### config.mk
export PLATFORM = sky130hd
export DESIGN_NAME = dpi_importer_sink
export DESIGN_NICKNAME = d
export VERILOG_FILES = /design/src/rtl/dpi_importer_pkg.sv /design/src/rtl/dpi_importer_fifo.sv /design/src/rtl/dpi_importer_sink.sv
export SDC_FILE = /design/constraint.sdc
export NUM_CORES = 1
export LEC_CHECK = 0
export CAP_MARGIN = 20
export CELL_PAD_IN_SITES_DETAIL_PLACEMENT = 0
export CELL_PAD_IN_SITES_GLOBAL_PLACEMENT = 1
export CORE_MARGIN = 3
export CORE_UTILIZATION = 32
export DETAILED_ROUTE_END_ITERATION = 10
export MAX_ROUTING_LAYER = met4
export PLACE_DENSITY_LB_ADDON = 0.2
export REMOVE_ABC_BUFFERS = 1
export SYNTH_ARGS = -nofsm -noshare
export SYNTH_HDL_FRONTEND = slang
export SYNTH_SLANG_ARGS = --single-unit
### constraint.sdc
create_clock -name clock -period 4.35 [get_ports clock]
set_input_delay 0.87 -clock clock [delete_from_list [all_inputs] [get_ports clock]]
set_output_delay 0.87 -clock clock [all_outputs]
set_load 0.005 [all_outputs]
### src/rtl/dpi_importer_pkg.sv
// Shared types and default sizing for the DPI importer sink.
//   DEF_*   : default parameter values, mirrored by the top-level parameters
//   ID_W    : request id width (one extra MSB so out-of-range ids can be expressed)
//   state_e : apply-engine states
//   req_t   : buffered write request at the default sizing
package dpi_importer_pkg;

    localparam int unsigned DEF_NUM_SIG    = 8;
    localparam int unsigned DEF_DATA_W     = 64;
    localparam int unsigned DEF_FIFO_DEPTH = 4;
    localparam int unsigned DEF_DLY_W      = 8;
    localparam int unsigned ID_W           = $clog2(DEF_NUM_SIG) + 1;

    typedef enum logic [1:0] {
        IDLE  = 2'd0,
        WAIT  = 2'd1,
        APPLY = 2'd2
    } state_e;

    typedef struct packed {
        logic [ID_W-1:0]       id;
        logic [DEF_DATA_W-1:0] data;
        logic [DEF_DLY_W-1:0]  delay;
    } req_t;

endpackage

### src/rtl/dpi_importer_fifo.sv
// Synchronous request FIFO with asynchronous active-low reset.
// Ports:
//   clock, reset     : clock, async active-low reset (flushes pointers)
//   push, push_data  : write request; ignored while full
//   pop              : drop the head entry; ignored while empty
//   head             : current head entry (valid when !empty)
//   full, empty      : occupancy flags
// Pointers carry one extra wrap bit so full/empty come from a plain compare.
module dpi_importer_fifo
    import dpi_importer_pkg::*;
#(
    parameter type         item_t = req_t,
    parameter int unsigned DEPTH  = DEF_FIFO_DEPTH
) (
    input  logic  clock,
    input  logic  reset,
    input  logic  push,
    input  item_t push_data,
    input  logic  pop,
    output item_t head,
    output logic  full,
    output logic  empty
);

    localparam int unsigned AddrW = $clog2(DEPTH);
    localparam int unsigned PtrW  = AddrW + 1;

    item_t            mem [DEPTH];
    logic [PtrW-1:0]  wr_q;
    logic [PtrW-1:0]  rd_q;
    logic             do_push;
    logic             do_pop;

    assign empty   = (wr_q == rd_q);
    assign full    = (wr_q[PtrW-1] != rd_q[PtrW-1]) &&
                     (wr_q[AddrW-1:0] == rd_q[AddrW-1:0]);
    assign do_push = push && !full;
    assign do_pop  = pop && !empty;
    assign head    = mem[rd_q[AddrW-1:0]];

    always_ff @(posedge clock or negedge reset) begin
        if (!reset) begin
            wr_q <= '0;
            rd_q <= '0;
        end else begin
            if (do_push) wr_q <= wr_q + PtrW'(1);
            if (do_pop)  rd_q <= rd_q + PtrW'(1);
        end
    end

    // Storage needs no reset: entries are only read once the pointers say so.
    always_ff @(posedge clock) begin
        if (do_push) mem[wr_q[AddrW-1:0]] <= push_data;
    end

endmodule

### src/rtl/dpi_importer_sink.sv
// Applies verification-side writes (id, value, delay) to per-signal registers.
// Requests are buffered in order; each waits its programmed delay, then is
// written to its signal register with a one-cycle update strobe.
// Ports:
//   clock, reset          : clock, async active-low reset
//   req_valid/req_ready   : request handshake (ready = !full)
//   req_id/data/delay     : target signal, value, idle cycles before the write
//   out_values            : signal k at [k*DATA_W +: DATA_W]
//   out_update            : one-hot pulse for the signal written this cycle
//   busy                  : FIFO non-empty or engine not idle
//   err_bad_id            : sticky, a request with id >= NUM_SIG was dropped
module dpi_importer_sink
    import dpi_importer_pkg::*;
#(
    parameter int unsigned       NUM_SIG    = DEF_NUM_SIG,
    parameter int unsigned       DATA_W     = DEF_DATA_W,
    parameter int unsigned       FIFO_DEPTH = DEF_FIFO_DEPTH,
    parameter int unsigned       DLY_W      = DEF_DLY_W,
    parameter logic [DATA_W-1:0] RESET_VAL  = '0
) (
    input  logic                      clock,
    input  logic                      reset,
    input  logic                      req_valid,
    output logic                      req_ready,
    input  logic [$clog2(NUM_SIG):0]  req_id,
    input  logic [DATA_W-1:0]         req_data,
    input  logic [DLY_W-1:0]          req_delay,
    output logic [NUM_SIG*DATA_W-1:0] out_values,
    output logic [NUM_SIG-1:0]        out_update,
    output logic                      busy,
    output logic                      err_bad_id
);

    localparam int unsigned IdW = $clog2(NUM_SIG) + 1;

    typedef struct packed {
        logic [IdW-1:0]    id;
        logic [DATA_W-1:0] data;
        logic [DLY_W-1:0]  delay;
    } item_t;

    state_e                           state_q, state_d;
    logic [DLY_W-1:0]                 cnt_q, cnt_d;
    logic [NUM_SIG-1:0][DATA_W-1:0]   values_q;
    logic [NUM_SIG-1:0]               update_q;
    logic                             err_q;

    logic                             push;
    item_t                            push_item;
    logic                             pop;
    item_t                            head;
    logic                             full;
    logic                             empty;
    logic                             apply;
    logic [NUM_SIG-1:0]               hit;

    assign push      = req_valid;
    assign push_item = '{id: req_id, data: req_data, delay: req_delay};
    assign req_ready = !full;

    dpi_importer_fifo #(
        .item_t (item_t),
        .DEPTH  (FIFO_DEPTH)
    ) u_fifo (
        .clock     (clock),
        .reset     (reset),
        .push      (push),
        .push_data (push_item),
        .pop       (pop),
        .head      (head),
        .full      (full),
        .empty     (empty)
    );

    // Apply engine: IDLE loads the head delay, WAIT counts it down, APPLY
    // writes and pops. A delay of d spends exactly d cycles in WAIT.
    always_comb begin
        state_d = state_q;
        cnt_d   = cnt_q;
        pop     = 1'b0;
        case (state_q)
            IDLE: begin
                if (!empty) begin
                    cnt_d   = head.delay;
                    state_d = (head.delay == '0) ? APPLY : WAIT;
                end
            end
            WAIT: begin
                cnt_d = cnt_q - DLY_W'(1);
                if (cnt_q == DLY_W'(1)) state_d = APPLY;
            end
            APPLY: begin
                pop     = 1'b1;
                state_d = IDLE;
            end
            default: state_d = IDLE;
        endcase
    end

    assign apply = (state_q == APPLY);

    // One-hot target decode; all-zero means the id is out of range.
    always_comb begin
        hit = '0;
        for (int unsigned k = 0; k < NUM_SIG; k++) begin
            hit[k] = (head.id == IdW'(k));
        end
    end

    always_ff @(posedge clock or negedge reset) begin
        if (!reset) begin
            state_q  <= IDLE;
            cnt_q    <= '0;
            values_q <= {NUM_SIG{RESET_VAL}};
            update_q <= '0;
            err_q    <= 1'b0;
        end else begin
            state_q  <= state_d;
            cnt_q    <= cnt_d;
            update_q <= apply ? hit : '0;
            if (apply && (hit == '0)) err_q <= 1'b1;
            for (int unsigned k = 0; k < NUM_SIG; k++) begin
                if (apply && hit[k]) values_q[k] <= head.data;
            end
        end
    end

    assign out_values = values_q;
    assign out_update = update_q;
    assign err_bad_id = err_q;
    assign busy       = !empty || (state_q != IDLE);

endmodule

Yosys cells after proc, flatten, opt, wreduce, memory -nomap -nowiden
Memory sizes are Yosys's and may differ from the RTL's.
Cells that the tools add are included.
{"block": "totals", "regBits": 537, "latch_bits": 0, "ramBits": 304, "rom_bits": 0, "in_bits": 79, "memories": 1}
{"block": "op_classes", "addsub": 3, "multipliers": 0, "n_div": 0, "magnitude_cmp": 0, "eq_ne": 15, "shifts": 0, "n_mux": 10, "n_bitwise": 0, "n_reduce_logical": 23}
{"name": "u_fifo.mem", "words": 4, "width": 76, "read_ports": 1, "rd_ports_with_merged_regs": 0, "write_ports": 1, "line": "dpi_importer_fifo.sv:28", "text": "item_t mem [DEPTH];"}
{"cell": "4-bit by 3-bit == test with 1-bit output (second input constant)", "count": 4}
{"cell": "8-bit zero test", "count": 2}
{"cell": "8-bit 2-to-1 mux", "count": 2}
{"cell": "8-bit one-hot mux with 2 select lines", "count": 1}
{"cell": "1-bit logical AND", "count": 12}
{"cell": "4-bit by 2-bit == test with 1-bit output (second input constant)", "count": 2}
{"cell": "8-bit by 1-bit == test with 1-bit output (second input constant)", "count": 1}
{"cell": "8-bit by 1-bit subtractor with 8-bit output (second input constant)", "count": 1}
{"cell": "3-bit by 1-bit adder with 3-bit output (second input constant)", "count": 2}
{"cell": "2-bit 2-to-1 mux", "count": 3}
{"cell": "4-bit by 1-bit == test with 1-bit output (second input constant)", "count": 1}
{"cell": "4-bit zero test", "count": 1}
{"cell": "2-bit inequality test (second input constant)", "count": 2}
{"cell": "2-bit one-hot mux with 2 select lines", "count": 1}
{"cell": "2-bit AND reduction", "count": 2}
{"cell": "2-bit nonzero test", "count": 2}
{"cell": "3-bit == test", "count": 1}
{"cell": "1-bit 2-to-1 mux", "count": 3}
{"cell": "2-bit by 1-bit == test with 1-bit output (second input constant)", "count": 1}
{"cell": "2-bit == test", "count": 1}
{"cell": "2-bit == test (second input constant)", "count": 1}
{"cell": "1-bit zero test", "count": 2}
{"cell": "2-bit zero test", "count": 1}
{"cell": "1-bit logical OR", "count": 1}
{"cell": "1-bit inequality test", "count": 1}

Logic depth before layout (Yosys ltp)
{"block": "logic_depth", "depth_word": 6, "ltp_mapped": 7, "ltp_nobuf": 6}

Modules after synthesis
Synthesis repeated with hierarchy kept, for this count alone.
{"block": "hier_totals", "hier_cells": 1633, "area_unflattened_um2": 31587.8}
{"mod": "dpi_importer_sink", "instances": 1, "cells_each": 1187, "area_each_um2": 20150.6, "seq_area_each_um2": 13287.7}
{"mod": "dpi_importer_fifo", "instances": 1, "cells_each": 446, "area_each_um2": 11437.2, "seq_area_each_um2": 9278.9}

Least setup slack after synthesis
No wires, ideal clock.
{"block": "synth_path", "path_type": "register to register", "start": "reg u_fifo.rd_q[0]", "end": "mem u_fifo.mem[3][0] (netlist bit), enable pin", "setup_ns": 0.444, "t_arrival_ns": 3.174, "path_slack_ns": 0.732, "path_stages_with_launch": 6, "period_less_slack_ns": 3.618, "cell_sequence": "dfrtp_1 -> buf_6 -> buf_2 -> xnor2_1 -> a31oi_1 -> and2_1"}
{"block": "synth_via", "elab_chain_cells": 6}
{"item": "start: declaration", "line": "dpi_importer_fifo.sv:30", "text": "logic [PtrW-1:0] rd_q;"}
{"item": "start signal: assignment", "line": "dpi_importer_fifo.sv:47", "text": "if (do_pop) rd_q <= rd_q + PtrW'(1);"}
{"item": "2-bit == test", "line": "dpi_importer_fifo.sv:36", "text": "(wr_q[AddrW-1:0] == rd_q[AddrW-1:0]);"}
{"item": "1-bit logical AND", "line": "dpi_importer_fifo.sv:35", "text": "assign full = (wr_q[PtrW-1] != rd_q[PtrW-1]) &&"}
{"item": "1-bit zero test", "line": "dpi_importer_fifo.sv:37", "text": "assign do_push = push && !full;"}
{"item": "1-bit logical AND", "line": "dpi_importer_fifo.sv:37"}
{"item": "1-bit 2-to-1 mux", "line": "dpi_importer_fifo.sv:53", "text": "if (do_push) mem[wr_q[AddrW-1:0]] <= push_data;"}
{"item": "1-bit 2-to-1 mux (not written as such)", "line": "dpi_importer_fifo.sv:53"}
{"item": "end: declaration", "line": "dpi_importer_fifo.sv:28"}
No other way between the ends.

Final worst setup path
{"block": "layout_path", "start": "reg u_fifo.rd_q[1]", "end": "out busy"}
{"block": "layout_via", "elab_chain_cells": 3}
{"item": "3-bit == test", "line": "dpi_importer_fifo.sv:34", "text": "assign empty = (wr_q == rd_q);"}
{"item": "1-bit zero test", "line": "dpi_importer_sink.sv:131", "text": "assign busy = !empty || (state_q != IDLE);"}
{"item": "1-bit logical OR", "line": "dpi_importer_sink.sv:131"}
{"item": "end: declaration", "line": "dpi_importer_sink.sv:30", "text": "output logic busy,"}
No other way between the ends.

==> impl_metrics.yaml <==
run_status:
  outcome: "finished, final reports clean"
layout:
  fin_nets: 2353
  post-route-util_pct: 43.19
  drive_gt1_share_pct: 24.89
  syn_to_final_growth_pct: 33.60
  fill_cells: 8612
  stdcell_count: 3643
critical_path:
  worstPathRequired_ps: 3480
  critPathMaxFanout: 41
  endpoint_kind: "primary output"
  worstPathArrival_ps: 2950
  startpoint_type: "flop"
  reg2reg_from: "u_fifo.rd_q[1]"
  rr_endpoint: "out_values[58]"
  startpoint: "u_fifo.rd_q[1]"
  crit_cells: 4
  crit_end: "busy"
  reg2reg_depth: 5
  r2r_slack_ps: 1160
  critPathTopFamily: "flip-flops"
  worstSetupPathType: "flop to primary output"
  cp_cell_sequence: "xnor2_1 -> and3_1 -> nand3_1 -> clkdlybuf4s50_1"
  critical_path.slowest_cell: "dfrtp_4"
  critPathBufInv: 1
  max_stage_delay_ps: 720
global_routing:
  grt_overflow: 0
  grt_max_degree: 99
  grt_pass1_vias: 18438
  antenna_found_initial: 22
  grt_pass1_wl_mm: 126.9
  grtUsageTotal_pct: 17.20
die:
  start_util_pct: 32.33
  core_area_sq_um: 96990
  die_h_um: 319.0
  std_cell_rows: 114
  die_w_um: 319.0
  die-area_sq_um: 101800
  io_pins: 602
yosys:
  ys_warn_count: 0
  ys_seq_elements: 841
  postSynthCellCount: 1617
  avgSynthCellArea_sq_um: 19.39
  ys_seq_area_share_pct: 71.97
  synth_edf_count: 304
  synth_flop_cell: "dfrtp_1"
  ys_types: 44
  post-synth-top-area-fraction_pct: 42.86
  synth_top_area_cell: "dfrtp_1"
  synth.area.top_cells: "dfrtp_1 43%, edfxtp_1 29%, mux2_2 11%"
  synth_area_sq_um: 31360
  async_reset_ff_share_pct: 63.85
clocking:
  post_cts_buffers: 0
  root_buffer: "clkbuf_16"
  cts_buffers: 92
  cts_tree: "done"
  clock_latency_ps: 670
  cts_hold_buffers: 0
  cts.clk_slew.worst_paths_ps: 60
  numClockSinks: 841
  clk_path_buf_depth: 3
  h-tree-depth: 3
  cts.repair.resized: 0
place:
  place_congestion: 0.7640
  numPortBuffers: 601
  placedCellCount: 3449
  post-place-ws_ps: 1036
  dp_hpwl_mm: 57.01
drt:
  drt-initial-drc-count: 920
  via_per_inst: 4.686
  num_vias: 17071
  wl_mm: 85.54
  wl_per_cell_um: 23.48
  drc: 0
  antenna_left: 0
  drt-pass1-iter-count: 4
pwr:
  power.leakage_nw: 17.90
  ir_drop_mv: 0.2704
  power.share.switching_pct: 24.75
  p_int_mw: 14.01
  seq_power_share_pct: 49.2
  p_comb_share_pct: 10.5
  clockPowerShare_pct: 40.3
  p_per_area_nw_per_um2: 444.3
  power_switching_mw: 4.607
timing:
  min_period_ps: 3820
  skew_ps: 28.07
  max_freq_mhz: 261.8
  hold_violations: 0
  setup_violations: 0
  post-route-period-util_pct: 87.82
  max_slew.worst_pin.slew_ps: 1005
  rsz0062_at_grt: "no"
  slew_violations: 0
  fin_ws_ps: 529.8
  max_slew_margin_pct: 33.03
run:
  max_cap_violations: 0
hold_path:
  hold_class: "input port to async pin"
-- cell families after synthesis --
group	Yosys count	synth area share (%)
and+or+nand+nor	52	0.9218
buffers and inverters	89	1.995
DFF	841	71.97
muxes	589	23.88
adders and majority gates	7	0.2793
AOI/OAI and AO/OA	31	0.7263
xor gates and xnor gates	8	0.2235
-- through the flow --
stage	total power [mW]	instance area, sq um	TNS [ps]	hold slack, ps
6_report	18.61	41890	0	317.4
5_1_grt	19.48	41890	0	349.4
4_1_cts	18.98	41840	0	317.1
3_5_place_dp	11.36	38890	0	480.0
3_3_place_gp	11.27	38890	0	474.9
2_1_floorplan	10.35	30770	-1984890	451.0
-- layout by cell type (no fill, tap or decap), types with 18 or more instances in the layout --
cell type	Yosys	routed
clkbuf_1	5	22
clkbuf_16	0	96
clkdlybuf4s50_1	0	600
clkinv_2	0	18
dfrtp_1	537	535
diode_2	0	21
edfxtp_1	304	304
mux2_1	196	196
mux2_2	317	317
mux4_2	76	76
-- cell usage after synthesis (2+ instances only) --
cell	instances
buf_4	24
inv_1	12
xor2_1	3
o221ai_1	3
xnor2_1	5
dfrtp_1	537
a22oi_1	2
nor3_1	3
buf_6	24
buf_1	7
nand3b_1	2
a31oi_1	3
mux4_2	76
clkbuf_1	5
a21oi_1	3
nand2_1	7
and3_1	3
nand2b_1	5
mux2_1	196
a2bb2oi_1	2
nor2_1	9
nand3_1	9
mux2_2	317
ha_1	7
o211ai_1	2
nor4_1	3
o21ai_0	6
and2_1	4
nor2b_1	3
buf_2	17
edfxtp_1	304
a221oi_1	2
-- worst reg2reg max path: cells and delay by family, from the launching register on --
| kind | cells | cell delay [ps] |
|---|---|---|
| multiplexers | 2 | 900 |
| flip-flops | 1 | 850 |
| buffers and inverters | 1 | 510 |
| AND/OR/NAND/NOR | 2 | 800 |
-- metal layers --
metal  track usage, %  vias up  routed length [um]
li1                 -     7452                   -
met2            28.37      468               43170
met5                -        -                   0
met4            5.566        0                2135
met3            4.804      137                5168
met1            20.44     9014               35070
-- final cells by class --
| class | count | area, sq um | area share (%) |
|---|---|---|---|
| clock inverter | 39 | 244.0 | 0.5824 |
| timing repair buffer | 633 | 6449 | 15.39 |
| inverter | 12 | 45.04 | 0.1075 |
| tap | 1276 | 1597 | 3.811 |
| clock buffer | 134 | 2699 | 6.443 |
| multi-input combinational | 687 | 8230 | 19.65 |
| antenna | 21 | 52.55 | 0.1254 |
| sequential | 841 | 22570 | 53.89 |
-- power groups by stage --
stage | clock [mW] | sequential [mW] | combinational, mW
3_3_place_gp | 0 | 9.27 | 2.00
5_1_grt | 8.10 | 9.21 | 2.17
6_report | 7.50 | 9.15 | 1.96
3_5_place_dp | 0 | 9.31 | 2.05
4_1_cts | 7.77 | 9.16 | 2.05
2_1_floorplan | 0 | 9.34 | 1.01
-- how the worst min path moves through the flow --
stage	start	to
after floorplan	err_bad_id	err_bad_id
after global placement	out_values[78]	out_values[78]
after detailed placement	out_values[18]	out_values[18]
after CTS	reset	out_values[167]
after global routing	reset	out_values[218]
final	reset	out_values[359]
-- sequential cells by signal, summed over array words and instances, names as in the netlist --
| register | flops |
|---|---|
| state_q | 2 |
| out_update | 8 |
| u_fifo.mem | 304 |
| out_values | 512 |
| err_bad_id | 1 |
| u_fifo.wr_q | 3 |
| cnt_q | 8 |
| u_fifo.rd_q | 3 |
(Power assumes the default switching activity.)
==> RTL change 1: new RTL, same flow settings <==
Change the package constant `DEF_DATA_W` from 64 to 128.
--- a/src/rtl/dpi_importer_pkg.sv
+++ b/src/rtl/dpi_importer_pkg.sv
@@ -7,5 +7,5 @@
 
     localparam int unsigned DEF_NUM_SIG    = 8;
-    localparam int unsigned DEF_DATA_W     = 64;
+    localparam int unsigned DEF_DATA_W     = 128;
     localparam int unsigned DEF_FIFO_DEPTH = 4;
     localparam int unsigned DEF_DLY_W      = 8;
Ports: changed (resized out_values and req_data); port bits go from 602 to 1178. The function was not compared with the original's and may differ.
==> RTL change 1 against the unedited design <==
- synthesized area increased by 89%
- worst setup slack improved by 0.022 ns
- global-route usage up 2.9 points
- wire length is 120% higher
- power is 90% higher
- first-iteration DRC count grew 70%
- cell area increased by 92%
- sequential cell count increased by 768
==> RTL change 1: results (changes against the unedited design) <==
- Status: finished clean (unchanged).
- The weighted congestion at the end of routability-driven global placement is 0.8098 (was 0.7640).
- Most frequent cells after synthesis: sky130_fd_sc_hd__dfrtp_1, sky130_fd_sc_hd__mux2_2, sky130_fd_sc_hd__edfxtp_1 (unchanged).
- The quantity of I/O buffers inserted on ports was 1,177 (was 601).
- The maximum clock path buffer count is 3 (unchanged).
- The maximum cell stage delay along the critical path is 0.58 ns (was 0.72 ns).
- The number of resized instances in the post-cts repair step is 0 (unchanged).
- The headroom to the max-slew limit is 28.61% (was 33.03%).
- The detailed-route via count is 32,890 (was 17,070).
- The wire length of the first global-routing pass came to 268.2 mm (was 126.9 mm).
- The total routing resource utilization after global routing came to 20.06% (was 17.20%).
- The number of flip-flops in the largest register was 1,024 (was 512).
- The HPWL after detailed placement came to 129.6 mm (was 57.01 mm).
- The insertion delay to the later sink of the worst-skew pair is 0.82 ns (was 0.67 ns).
- The number of global-route vias before repair came to 34,790 (was 18,440).
- The detailed-routing iteration count for the pre-antenna-repair pass is 7 (was 4).
- The number of enable flip-flop cells after synthesis came to 560 (was 304).
- The worst IR drop on VDD is 0.3468 mV (was 0.2704 mV).
- The clock root buffer was sky130_fd_sc_hd__clkbuf_16 (unchanged).
- The clock slew seen by the registers of the worst setup and hold paths was 0.06 ns (about the same).
- The total cell area at the placement stage came to 0.07457 mm^2 (was 0.03889 mm^2).
- The arrival time reported for the critical path endpoint is 2.93 ns (was 2.95 ns).
- The number of buffers created by CTS is 178 (was 92).
- The maximum fanout along the worst path came to 10 (was 41).
- The share of synthesized flip-flops with an asynchronous set or reset was 65.20% (was 63.85%).
- The instance count after placement with tap cells included came to 6,618 (was 3,449).
- The post-route clock skew came to 0.04380 ns (was 0.02807 ns).
- The count of H-tree levels built during CTS is 4 (was 3).
- The leakage dissipation is 34.42 nW (was 17.90 nW).
- The setup fix buffers added after clock tree synthesis is 0 (unchanged).
- The number of DRC violations after detailed-routing iteration 0 came to 1,561 (was 920).
- The count of nets after finishing is 4,484 (was 2,353).
- The slowest cell on the critical path is sky130_fd_sc_hd__dfrtp_4 (unchanged).
- The type of the worst min-delay path is in -> async (unchanged).
- The proportion of synthesized chip area in sequential cells is 72.52% (was 71.97%).
- The wire length per cell is 27.01 um (was 23.48 um).
- The count of different cell masters after synthesis is 44 (unchanged).
- Cell types with the largest area share after synthesis: sky130_fd_sc_hd__dfrtp_1, sky130_fd_sc_hd__edfxtp_1, sky130_fd_sc_hd__mux2_2 (unchanged).
- The initial antenna violation count is 48 (was 22).
- The post-synthesis area per instance came to 19.59 um^2 (was 19.39 um^2).
- The maximum number of pins on one net before global-route repair is 95 (was 99).
- The top-area cell type share of the netlist area is 44.20% (was 42.86%).
- The ratio of cells with drive above 1 in the final layout is 28.05% (was 24.89%).
- The count of non-filler cells in the finished layout was 6,982 (was 3,643).
- The most used flip-flop cell after synthesis is sky130_fd_sc_hd__dfrtp_1 (unchanged).
- The synthesis warning total is 0 (unchanged).
-- RTL change 1: changes by cell type after synthesis, sizes merged --
cell | unedited run | this run
dfrtp | 537 | 1049
mux2 | 513 | 1025
edfxtp | 304 | 560
mux4 | 76 | 140
buf | 72 | 123
clkbuf | 5 | 24
-- RTL change 1: where the power goes --
part	switching, mW	total (mW)	internal, mW
clock	6.11	14.4	8.32
combinational	2.41	3.61	1.19
sequential	0.316	17.3	17.0
total	8.84	35.3	26.5
-- RTL change 1: cells by family after synthesis --
family,after synthesis,synth area share [%]
adder cells (fa/ha/maj),7,0.1475
AND/OR/NAND/NOR,52,0.5246
flip-flops,1609,72.52
XOR/XNOR,8,0.1180
multiplexers,1165,24.74
buffers and inverters,159,1.567
AO/OA/AOI/OAI,31,0.3835
-- RTL change 1: area by class of cell --
type | count | area (um^2)
Fill cell | 16570 | 103600
Sequential cell | 1609 | 43070
Multi-Input combinational cell | 1263 | 15440
Timing Repair Buffer | 1270 | 12920
Clock buffer | 274 | 5220
Tap cell | 2464 | 3083
Clock inverter | 54 | 390.4
Antenna cell | 36 | 90.09
Inverter | 12 | 45.04
-- RTL change 1: metrics by stage --
| stage | setup slack (ns) | power, mW | util (%) |
|---|---|---|---|
| final | 0.5513 | 35.33 | 43.66 |
| after global routing | 0.3389 | 36.86 | 43.65 |
| after CTS | 0.4325 | 35.97 | 43.61 |
| after detailed placement | 1.041 | 21.35 | 40.56 |
| after global placement | 1.047 | 21.29 | 40.56 |
| after floorplan | -11.83 | 19.49 | - |
-- RTL change 1: path summary, 6_finish.rpt --
path                                        startpoint                     endpoint  slack, ns  depth (start not counted)
setup / recovery            u_fifo.rd_q[0]$_DFFE_PN0P_                         busy       0.55                          4
hold / removal                                   reset   out_values[19]$_DFFE_PN0P_       0.16                          1
setup reg to reg            u_fifo.rd_q[0]$_DFFE_PN0P_   out_values[79]$_DFFE_PN0P_       1.21                          4
hold reg to reg            out_values[687]$_DFFE_PN0P_  out_values[687]$_DFFE_PN0P_       0.48                          1
max in group asynchronous                        reset  out_values[263]$_DFFE_PN0P_       2.95                          2
min in group clock         out_values[687]$_DFFE_PN0P_  out_values[687]$_DFFE_PN0P_       0.48                          1
-- RTL change 1: critical path: cells and delay by family, from the launching register on --
family	cells	cell delay [ns]
buf+inv	1	0.48
flops	1	0.58
simple gates	2	0.55
xor+xnor	1	0.51
-- RTL change 1: metal layers --
layer  part of all wire [%]  up-vias  wire [um]  track usage, %
met2                     52      910      98290           34.03
met3                    5.5      286      10450           5.082
li1                       -    14060          -               -
met1                     39    17630      73890           23.13
met4                    3.2        0       5972           6.853
met5                      0        -          0               -
==> RTL change 2: new RTL, config.mk and constraints unchanged <==
Without the edit above. Reset style: synchronous (`reset`), changed in 2 clocked blocks. Comments in the files are not updated.
--- a/src/rtl/dpi_importer_fifo.sv
+++ b/src/rtl/dpi_importer_fifo.sv
@@ -39,5 +39,5 @@
     assign head    = mem[rd_q[AddrW-1:0]];
 
-    always_ff @(posedge clock or negedge reset) begin
+    always_ff @(posedge clock) begin
         if (!reset) begin
             wr_q <= '0;
--- a/src/rtl/dpi_importer_sink.sv
+++ b/src/rtl/dpi_importer_sink.sv
@@ -108,5 +108,5 @@
     end
 
-    always_ff @(posedge clock or negedge reset) begin
+    always_ff @(posedge clock) begin
         if (!reset) begin
             state_q  <= IDLE;
Check against the original RTL: differs if reset is asserted again (counterexample within 4 cycles, from zero or initial values and one cycle with reset low); with reset held inactive, the same outputs for 4 cycles.
==> RTL change 2 against the unedited design <==
- sequential cell count rose by 2
- via count up 15%
- synthesized cell count grew 41%
- count of clock-buffer cells in the layout fell by 6
- worst setup slack gained 0.46 ns
- synthesized area is 2.8% lower
- wire length up 6.9%
- hold slack improved by 0.14 ns
- cell area decreased by 2.3%
- fmax is 14% higher
- core utilization is 0.41 points higher
- final cell count increased by 16%
- critical path type unchanged
Power is not compared: it rests on default switching activity, and its combinational part moved more than twofold at a synthesized area within 25%.
==> RTL change 2: results (changes against the unedited design) <==
- Cell types with the largest area share after synthesis: sky130_fd_sc_hd__dfxtp_1, sky130_fd_sc_hd__edfxtp_1, sky130_fd_sc_hd__mux2i_1 (was sky130_fd_sc_hd__dfrtp_1, sky130_fd_sc_hd__edfxtp_1, sky130_fd_sc_hd__mux2_2).
- Status: finished clean (unchanged).
- The met2 routed wirelength is 46.64 mm (was 43.17 mm).
- The slowest cell on the critical path is sky130_fd_sc_hd__clkdlybuf4s50_1 (was sky130_fd_sc_hd__dfrtp_4).
- The count of nets after finishing is 2,948 (was 2,353).
- The share of synthesized area spent on multiplexers is 22.50% (was 23.88%).
- The worst hold slack was 0.4550 ns (was 0.3174 ns).
- The met3 layer wire length in the routed design came to 5.582 mm (was 5.168 mm).
- The complex-gate fraction of the synthesized area is 0.8663% (was 0.7263%).
- The maximum cell stage delay along the critical path was 0.54 ns (was 0.72 ns).
- The arrival time reported for the critical path endpoint is 2.49 ns (was 2.95 ns).
- The maximum number of pins on one net before global-route repair is 159 (was 99).
- The count of antenna diodes in the layout is 22 (was 21).
- The most used flip-flop cell after synthesis is sky130_fd_sc_hd__dfxtp_1 (was sky130_fd_sc_hd__dfrtp_1).
- The fraction of synthesized cell area in xor and xnor cells was 0.2874% (was 0.2235%).
- The synthesized-area fraction occupied by adder cells was 0.2874% (was 0.2793%).
- The number of multi-input logic gates is 1,281 (was 687).
- The wire length of the first global-routing pass is 133.3 mm (was 126.9 mm).
- The number of DRC violations after detailed-routing iteration 0 is 1,187 (was 920).
- The upper clock frequency limit is 0.2978 GHz (was 0.2618 GHz).
- The proportion of synthesized chip area in sequential cells is 65.36% (was 71.97%).
- The start point of the critical path is u_fifo.wr_q[1]$_SDFFE_PN0P_ (was u_fifo.rd_q[1]$_DFFE_PN0P_).
- The count of sequential standard cells is 843 (was 841).
- The critical path's top delay family is simple AND/OR/NAND/NOR gates (was flip-flops).
- The share of synthesized flip-flops with an asynchronous set or reset was 0% (was 63.85%).
- The total cell area at the placement stage is 0.03777 mm^2 (was 0.03889 mm^2).
- The cell row count is 112 (was 114).
- The post-synthesis area per instance is 13.39 um^2 (was 19.39 um^2).
- The count of clock-net buffers in the final layout is 128 (was 134).
- The fraction of met1 tracks used by global routing is 22.00% (was 20.44%).
- The instance count after placement with tap cells included is 4,021 (was 3,449).
- The total routing resource utilization after global routing is 18.52% (was 17.20%).
## RTL change 2: cell count changes after synthesis, moves of 5 or more
| cell | delta |
|---|---|
| sky130_fd_sc_hd__nand2_1 | +578 |
| sky130_fd_sc_hd__dfxtp_1 | +539 |
| sky130_fd_sc_hd__dfrtp_1 | -537 |
| sky130_fd_sc_hd__mux2i_1 | +514 |
| sky130_fd_sc_hd__mux2_2 | -317 |
| sky130_fd_sc_hd__mux2_1 | -196 |
| sky130_fd_sc_hd__clkbuf_1 | +68 |
| sky130_fd_sc_hd__buf_6 | -18 |
| sky130_fd_sc_hd__buf_4 | +12 |
| sky130_fd_sc_hd__nor2_1 | +10 |
| sky130_fd_sc_hd__buf_2 | +5 |
## RTL change 2: final timing paths
kind,cells past startpoint,end
max reg2reg,5,out_values[246]$_SDFFE_PN0P_
min reg2reg,2,out_values[342]$_SDFFE_PN0P_
min,2,out_values[342]$_SDFFE_PN0P_
max,4,busy
